**src/rtl/button_conditioner.sv**
```systemverilog
// Purpose: synchronize, debounce and edge-detect four raw pushbuttons into one-hot step pulses with auto-repeat.
// Latency: a press sampled at edge 0 moves btn_level at edge DEBOUNCE_CYCLES+1 and pulses at edge DEBOUNCE_CYCLES+2.
// Backpressure: none; fixed priority U > D > L > R, and losing requests are dropped rather than queued.
module button_conditioner #(
  parameter int unsigned DEBOUNCE_CYCLES = 500000,
  parameter int unsigned REPEAT_DELAY    = 50000000,
  parameter int unsigned REPEAT_PERIOD   = 15000000,
  parameter bit          REPEAT_EN       = 1'b1
) (
  input  logic       clk,
  input  logic       rst,
  input  logic       btnU,
  input  logic       btnD,
  input  logic       btnL,
  input  logic       btnR,
  output logic       btnU_pulse,
  output logic       btnD_pulse,
  output logic       btnL_pulse,
  output logic       btnR_pulse,
  output logic [3:0] btn_level
);

  // Channel index map: 3 = up, 2 = down, 1 = left, 0 = right.
  // Higher index means higher arbitration priority.
  localparam int unsigned NCH  = 4;
  localparam int unsigned CW   = $clog2(DEBOUNCE_CYCLES + 1);
  localparam int unsigned RMAX = (REPEAT_DELAY > REPEAT_PERIOD) ? REPEAT_DELAY : REPEAT_PERIOD;
  localparam int unsigned RW   = $clog2(RMAX + 1);

  localparam logic [CW-1:0] DB_LAST  = CW'(DEBOUNCE_CYCLES - 1);
  localparam logic [CW-1:0] CNT_ONE  = CW'(1);
  localparam logic [RW-1:0] DLY_LAST = RW'(REPEAT_DELAY - 1);
  localparam logic [RW-1:0] PER_LAST = RW'(REPEAT_PERIOD - 1);
  localparam logic [RW-1:0] RC_ONE   = RW'(1);

  typedef enum logic [1:0] {
    ST_IDLE   = 2'd0,
    ST_DELAY  = 2'd1,
    ST_REPEAT = 2'd2
  } ch_state_e;

  logic [NCH-1:0] btn_raw;

  logic [NCH-1:0] sync1_q, sync1_d;
  logic [NCH-1:0] sync2_q, sync2_d;
  logic [NCH-1:0] level_q, level_d;
  logic [NCH-1:0] pulse_q, pulse_d;
  logic [NCH-1:0] req;

  logic [CW-1:0]  cnt_q   [NCH];
  logic [CW-1:0]  cnt_d   [NCH];
  logic [RW-1:0]  rc_q    [NCH];
  logic [RW-1:0]  rc_d    [NCH];
  ch_state_e      state_q [NCH];
  ch_state_e      state_d [NCH];

  assign btn_raw = {btnU, btnD, btnL, btnR};

  // Two-flop synchronizer per button; sync2 is the first usable level.
  always_comb begin
    sync1_d = btn_raw;
    sync2_d = sync1_q;
  end

  // Debounce: the synchronized level must differ from the held level for
  // DEBOUNCE_CYCLES consecutive cycles; any agreement restarts the count.
  always_comb begin
    level_d = level_q;
    for (int i = 0; i < NCH; i++) begin
      cnt_d[i] = cnt_q[i];
      if (sync2_q[i] == level_q[i]) begin
        cnt_d[i] = '0;
      end else if (cnt_q[i] == DB_LAST) begin
        level_d[i] = sync2_q[i];
        cnt_d[i]   = '0;
      end else begin
        cnt_d[i] = cnt_q[i] + CNT_ONE;
      end
    end
  end

  // Per-channel press / auto-repeat FSM. Every state falls back to IDLE the
  // cycle the debounced level is low, so IDLE with level high is exactly a
  // debounced rising edge. Release wins over a same-cycle repeat tick.
  always_comb begin
    req = '0;
    for (int i = 0; i < NCH; i++) begin
      state_d[i] = state_q[i];
      rc_d[i]    = rc_q[i];
      if (!level_q[i]) begin
        state_d[i] = ST_IDLE;
        rc_d[i]    = '0;
      end else begin
        case (state_q[i])
          ST_IDLE: begin
            req[i]     = 1'b1;
            state_d[i] = ST_DELAY;
            rc_d[i]    = '0;
          end
          ST_DELAY: begin
            // With repeat disabled the channel parks here until release.
            if (REPEAT_EN) begin
              if (rc_q[i] == DLY_LAST) begin
                req[i]     = 1'b1;
                rc_d[i]    = '0;
                state_d[i] = ST_REPEAT;
              end else begin
                rc_d[i] = rc_q[i] + RC_ONE;
              end
            end
          end
          ST_REPEAT: begin
            if (rc_q[i] == PER_LAST) begin
              req[i]  = 1'b1;
              rc_d[i] = '0;
            end else begin
              rc_d[i] = rc_q[i] + RC_ONE;
            end
          end
          default: begin
            state_d[i] = ST_IDLE;
            rc_d[i]    = '0;
          end
        endcase
      end
    end
  end

  // Fixed-priority arbiter: at most one step per cycle, losers are dropped.
  always_comb begin
    pulse_d = '0;
    if (req[3]) begin
      pulse_d[3] = 1'b1;
    end else if (req[2]) begin
      pulse_d[2] = 1'b1;
    end else if (req[1]) begin
      pulse_d[1] = 1'b1;
    end else if (req[0]) begin
      pulse_d[0] = 1'b1;
    end
  end

  // State registers with synchronous reset; reset aborts any press in flight.
  always_ff @(posedge clk) begin
    if (rst) begin
      sync1_q <= '0;
      sync2_q <= '0;
      level_q <= '0;
      pulse_q <= '0;
      for (int i = 0; i < NCH; i++) begin
        cnt_q[i]   <= '0;
        rc_q[i]    <= '0;
        state_q[i] <= ST_IDLE;
      end
    end else begin
      sync1_q <= sync1_d;
      sync2_q <= sync2_d;
      level_q <= level_d;
      pulse_q <= pulse_d;
      for (int i = 0; i < NCH; i++) begin
        cnt_q[i]   <= cnt_d[i];
        rc_q[i]    <= rc_d[i];
        state_q[i] <= state_d[i];
      end
    end
  end

  assign btnU_pulse = pulse_q[3];
  assign btnD_pulse = pulse_q[2];
  assign btnL_pulse = pulse_q[1];
  assign btnR_pulse = pulse_q[0];
  assign btn_level  = level_q;

endmodule

```
**config.mk**
```make
export PLATFORM = sky130hd
export DESIGN_NAME = button_conditioner
export DESIGN_NICKNAME = d
export VERILOG_FILES = /design/src/rtl/button_conditioner.sv
export SDC_FILE = /design/constraint.sdc
export NUM_CORES = 1
export LEC_CHECK = 0
export CORE_MARGIN = 4
export CORE_UTILIZATION = 63
export DETAILED_ROUTE_END_ITERATION = 6
export PLACE_DENSITY = 0.86
export SYNTH_ARGS = -nofsm -noshare
export SYNTH_HDL_FRONTEND = slang
export SYNTH_SLANG_ARGS = --single-unit
```
**constraint.sdc**
```tcl
create_clock -name clk -period 2.85 [get_ports clk]
set_clock_uncertainty 0.15 [all_clocks]
set_input_delay 0.57 -clock clk [delete_from_list [all_inputs] [get_ports clk]]
set_output_delay 0.57 -clock clk [all_outputs]
set_load 0.02 [all_outputs]
```
# Word level (Yosys, flattened, before mapping)
# Memory sizes are Yosys's and may differ from the RTL's.
# Cells that the tools add are included.
# word_totals
output_inout_bits	8
mem_count	3
mem_bits_rw	188
input_bits	6
reg_bits	16
elab_cells	143
# classes
addsub	8
eq_ne	24
n_reduce_logical	11
muxes	71
bitwise_logic	16
# memory_table
name	depth	word_bits	read_ports	rd_clocked_by_memory_dff	wr	line	source
rc_q	4	26	4	0	4	52	logic [RW-1:0] rc_q [NCH];
cnt_q	4	19	4	0	4	50	logic [CW-1:0] cnt_q [NCH];
state_q	4	2	4	0	4	54	ch_state_e state_q [NCH];
# ops
operator	n
26-bit two-way mux	16
19-bit two-way mux	12
26-bit one-hot mux with 2 select lines	4
26-bit by 1-bit adder with 26-bit output (second input constant)	4
26-bit by 24-bit equality test with 1-bit output (second input constant)	4
26-bit equality test (second input constant)	4
19-bit by 1-bit adder with 19-bit output (second input constant)	4
19-bit equality test (second input constant)	4
2-bit two-way mux	12
2-bit one-hot mux with 3 select lines	4
1-bit two-way mux	19
1-bit OR	12
1-bit one-hot mux with 3 select lines	4
2-bit by 1-bit equality test with 1-bit output (second input constant)	4
2-bit equality test (second input constant)	4
2-bit logical NOT	4
2-bit AND reduction	4
1-bit equality test	4
1-bit inverter	4
4-bit OR reduction	1
3-bit OR reduction	1
2-bit OR reduction	1

# Logic depth before layout (Yosys ltp)
# logic_depth
ltp_word	5
ltp_mapped	7

# Worst setup path before layout
# OpenSTA, ideal clock, no wires.
# synth_path
kind	register to register
start	mem rc_q[3][10] in the netlist's numbering
end	mem rc_q[3][16] in the netlist's numbering
path_buffers	1
synth_period_minus_slack_ps	2133
arrival_time_ps	1868
setup_slack_ps	717
required_ps	2585
path_stages_with_launch	7
cell_sequence	dfxtp_1 -> or4_4 -> nor4_4 -> a31oi_2 -> o211ai_4 -> buf_6 -> nor2_1
# synth_rtl
element	line
start, declared	52

==> Implementation_results.wiki <==
{| class="wikitable"
! Metric !! Value
|-
| Mean routed wirelength per cell || 13.9 µm
|-
| Starting Density || 64.7%
|-
| Crit path kind || register to register
|-
| Skew-Pair Late Insertion Delay || 0.50 ns
|-
| Startpoint of the lowest-slack register-to-register path || rc_q[1][17]
|-
| Maximum clock frequency || 0.396 GHz
|-
| Detailed route wirelength on metal3 || 704 µm
|-
| Number of max-capacitance violations reported || 0
|-
| Slew Limit Fails || 0
|-
| Synthesis warning total || 0
|-
| Worst Hold Launch || rc_q[2][0]
|-
| Final number of setup-violating endpoints || 0
|-
| Number of cell instances on the worst register-to-register path || 6
|-
| Area inside the core boundary || 0.0146 mm²
|-
| Power per standard cell area || 541 mW/mm²
|-
| Antenna violations before repair || 0
|-
| Number of library cell types mapped by synthesis || 57
|-
| Number of enable-type register cells in the synthesized netlist || 0
|-
| Met2 Wirelength || 8700 µm
|-
| Worst EP arrival || 2.76 ns
|-
| Num CTS Buffers || 22
|-
| Ratio of final minimum period to clock period || 88.6%
|-
| Hold Vio Cnt, Final || 0
|-
| Measured slew at the worst slew-check pin || 0.689 ns
|-
| I/O Pins || 14
|-
| Fraction of registers with async set/reset || 0%
|-
| Hold/Removal Path Class || register to register
|-
| Worst rel slew slack || 53.8%
|-
| Leakage Power || 3.19 nW
|-
| Layout cell share with drive strength beyond 1 || 4.95%
|-
| Number of buffer cells added on primary ports || 13
|-
| Synthesis-stage register bit count || 204
|-
| CTS tree || yes
|-
| Number of rows in the core area || 44
|-
| Mean post-synth cell area || 8.76 µm²
|-
| Count of vias placed by the detailed router || 7341
|-
| Number of global-route vias before repair || 6976
|-
| Router iterations before antenna repair || 4
|-
| DRC Markers || 0
|-
| CP Launch Type || register
|-
| RSZ-0062 raised after global routing || no
|-
| First-pass GRT wire length || 31500 µm
|-
| Via/cell ratio || 5.67
|-
| Pin count of the biggest net entering global routing || 27
|-
| Post-synthesis instance total || 1078
|-
| Register area || 0.00408 mm²
|-
| Weighted congestion reported at the end of routability-driven placement || 0.847
|-
| Die boundary width || 130 µm
|-
| Clk slew on worst S/H paths || 0.06 ns
|-
| Hold worst-path end || rc_q[2][0]
|-
| Share of the yosys chip area belonging to registers || 43.3%
|-
| Final critical-path required period || 2.53 ns
|-
| Post-synthesis instance area || 0.00944 mm²
|-
| Largest fanout on the critical path || 17
|-
| DRT antenna net count || 0
|-
| Detailed-route wire length on metal 1 || 8250 µm
|-
| Overflow left after global routing || 0
|-
| Routed wire length || 18000 µm
|-
| Slack of the worst reg-to-reg path || 0.32 ns
|-
| Die Ht || 130 µm
|-
| Worst R2R End || rc_q[1][6]
|-
| Required time worst endpoint || 3.08 ns
|-
| Post-Synthesis Net Count || 1112
|-
| Setup repair bufs after CTS || 0
|-
| Final-layout fill cell count || 1066
|-
| DPL Wire Length || 11900 µm
|-
| Antenna cell count || 0
|-
| Max Used Layer || met4
|-
| Area added between synthesis and finish || 10.5%
|-
| Critical Path Sink Type || register
|-
| Floorplan die area || 0.0170 mm²
|-
| Net count of the finished layout || 1131
|-
| Total Negative Setup Slacks || 0 ns
|-
| Total routing usage reported by global routing || 21.6%
|-
| Largest voltage drop on the vdd net || 0.000457 V
|-
| CTS H-tree lvls || 1
|-
| Top FF cell, synth || sky130_fd_sc_hd__dfxtp_1
|-
| Total design power || 5.64 mW
|-
| Area of the multi-input gates || 0.00505 mm²
|-
| Sinks on the clock net || 204
|-
| Clock tree root driver cell || sky130_fd_sc_hd__clkbuf_16
|-
| Run status || finished, final reports clean
|-
| Number of cells traversed by the worst hold path || 1
|-
| DRC violation total after the first TritonRoute iteration || 544
|-
| Bufs on Longest Clock Path || 3
|}
## per-stage QoR
stage	hold WS (ns)	cells	utilization, %	setup slack, ns	instance area (µm²)
after global routing	0.315	1295	71.5	0.199	10400
final	0.286	1295	71.5	0.324	10400
after floorplan	0.263	1078	-	0.717	9440
after global placement	0.272	1257	66.6	0.370	9720
after CTS	0.291	1295	71.5	0.213	10400
after detailed placement	0.282	1257	66.6	0.226	9720
## cells by family after synthesis
logic type               Yosys count  share of synthesized area, %
multiplexers                       4                         0.424
adder cells (fa/ha/maj)           28                          3.71
XOR/XNOR                         164                          15.2
AO/OA/AOI/OAI                     44                          3.76
AND/OR/NAND/NOR                  563                          30.3
flip-flops                       204                          43.3
buffers and inverters             71                          3.37
## worst max-delay path by stage
stage | from | to | slack [ns] | depth (start not counted)
5_1_grt | cnt_q[1][0] | cnt_q[1][2] | 0.20 | 5
2_1_floorplan | rc_q[3][10] | rc_q[3][16] | 0.72 | 6
6_report | rc_q[1][17] | rc_q[1][6] | 0.32 | 6
3_5_place_dp | rc_q[2][23] | rc_q[2][4] | 0.23 | 5
3_3_place_gp | rc_q[2][23] | rc_q[2][20] | 0.37 | 5
4_1_cts | rc_q[2][23] | rc_q[2][4] | 0.21 | 5
## registers in the layout, summed over array words and instances, names as in the netlist
register and flops:
state_q 8, sync2_q 4, sync1_q 4, cnt_q 76
btn_level 4, rc_q 104, pulse_q 4
## final cells by class
class | count | area share [%]
clock buffer | 30 | 6.06
clock inverter | 8 | 0.708
inverter | 43 | 1.55
multi-input combinational | 803 | 48.4
sequential | 204 | 39.1
tap | 184 | 2.21
timing repair buffer | 23 | 1.97
## worst max-delay path, cell delays in order (launching register included)
cell                        delay [ns]
sky130_fd_sc_hd__dfxtp_1          0.35
sky130_fd_sc_hd__or4_1            0.51
sky130_fd_sc_hd__nor4b_1          0.45
sky130_fd_sc_hd__a31oi_1          0.21
sky130_fd_sc_hd__o2111ai_4        0.37
sky130_fd_sc_hd__buf_4            0.29
sky130_fd_sc_hd__nor2_1           0.08
## timing repair
item                       in CTS  in global routing
setup endpoints to repair       0                  3
hold buffers                    0                  0
resized for setup               0                  1
## layer usage
layer	up-vias	global-route usage [%]
met5	-	0
met4	0	6.11
met3	36	3.37
met2	131	36.8
met1	3447	28.6
li1	3727	-
## power breakdown
group	internal [mW]	leakage, nW	switching (mW)
Sequential	2.86	1.64	0.00415
Combinational	0.0134	1.19	0.0187
Clock	1.64	0.350	1.10
Total	4.52	3.19	1.13
## cell usage in the layout (no fill, tap or decap), types with 13 or more instances in the layout
cell type,netlist,routed
sky130_fd_sc_hd__and3_1,16,16
sky130_fd_sc_hd__nor3_1,34,34
sky130_fd_sc_hd__ha_1,28,28
sky130_fd_sc_hd__dfxtp_1,204,204
sky130_fd_sc_hd__nand3_1,63,63
sky130_fd_sc_hd__and4_1,18,18
sky130_fd_sc_hd__xor2_1,67,67
sky130_fd_sc_hd__clkbuf_16,0,23
sky130_fd_sc_hd__nor2_1,220,220
sky130_fd_sc_hd__nand4_1,48,48
sky130_fd_sc_hd__clkdlybuf4s50_1,0,13
sky130_fd_sc_hd__nor2b_1,13,13
sky130_fd_sc_hd__nor4_1,26,26
sky130_fd_sc_hd__inv_1,43,43
sky130_fd_sc_hd__nand2_1,60,60
sky130_fd_sc_hd__xnor2_1,97,97
## synth_stat cells, types with 4 or more instances
master / n / share of area (%)
sky130_fd_sc_hd__inv_1: 43 / 1.7
sky130_fd_sc_hd__a31oi_1: 4 / 0.27
sky130_fd_sc_hd__dfxtp_1: 204 / 43
sky130_fd_sc_hd__buf_2: 4 / 0.21
sky130_fd_sc_hd__and3_1: 16 / 1.1
sky130_fd_sc_hd__xor2_1: 67 / 6.2
sky130_fd_sc_hd__nand2b_1: 5 / 0.33
sky130_fd_sc_hd__nor4b_1: 9 / 0.84
sky130_fd_sc_hd__nor2b_1: 13 / 0.86
sky130_fd_sc_hd__xnor2_1: 97 / 9.0
sky130_fd_sc_hd__nand2_1: 60 / 2.4
sky130_fd_sc_hd__nor4bb_1: 5 / 0.53
sky130_fd_sc_hd__nand4_1: 48 / 3.2
sky130_fd_sc_hd__nand3b_1: 5 / 0.40
sky130_fd_sc_hd__a21oi_1: 8 / 0.42
sky130_fd_sc_hd__nor4_1: 26 / 1.7
sky130_fd_sc_hd__o21ai_0: 9 / 0.48
sky130_fd_sc_hd__clkbuf_1: 16 / 0.64
sky130_fd_sc_hd__or4_1: 5 / 0.40
sky130_fd_sc_hd__mux2i_1: 4 / 0.42
sky130_fd_sc_hd__and4_1: 18 / 1.7
sky130_fd_sc_hd__and4b_1: 4 / 0.42
sky130_fd_sc_hd__buf_6: 6 / 0.72
sky130_fd_sc_hd__ha_1: 28 / 3.7
sky130_fd_sc_hd__nor2_1: 220 / 8.7
sky130_fd_sc_hd__nand3_1: 63 / 3.3
sky130_fd_sc_hd__nor3_1: 34 / 1.8
sky130_fd_sc_hd__or3_1: 10 / 0.66
sky130_fd_sc_hd__and2_1: 10 / 0.66
(Power assumes the default switching activity.)
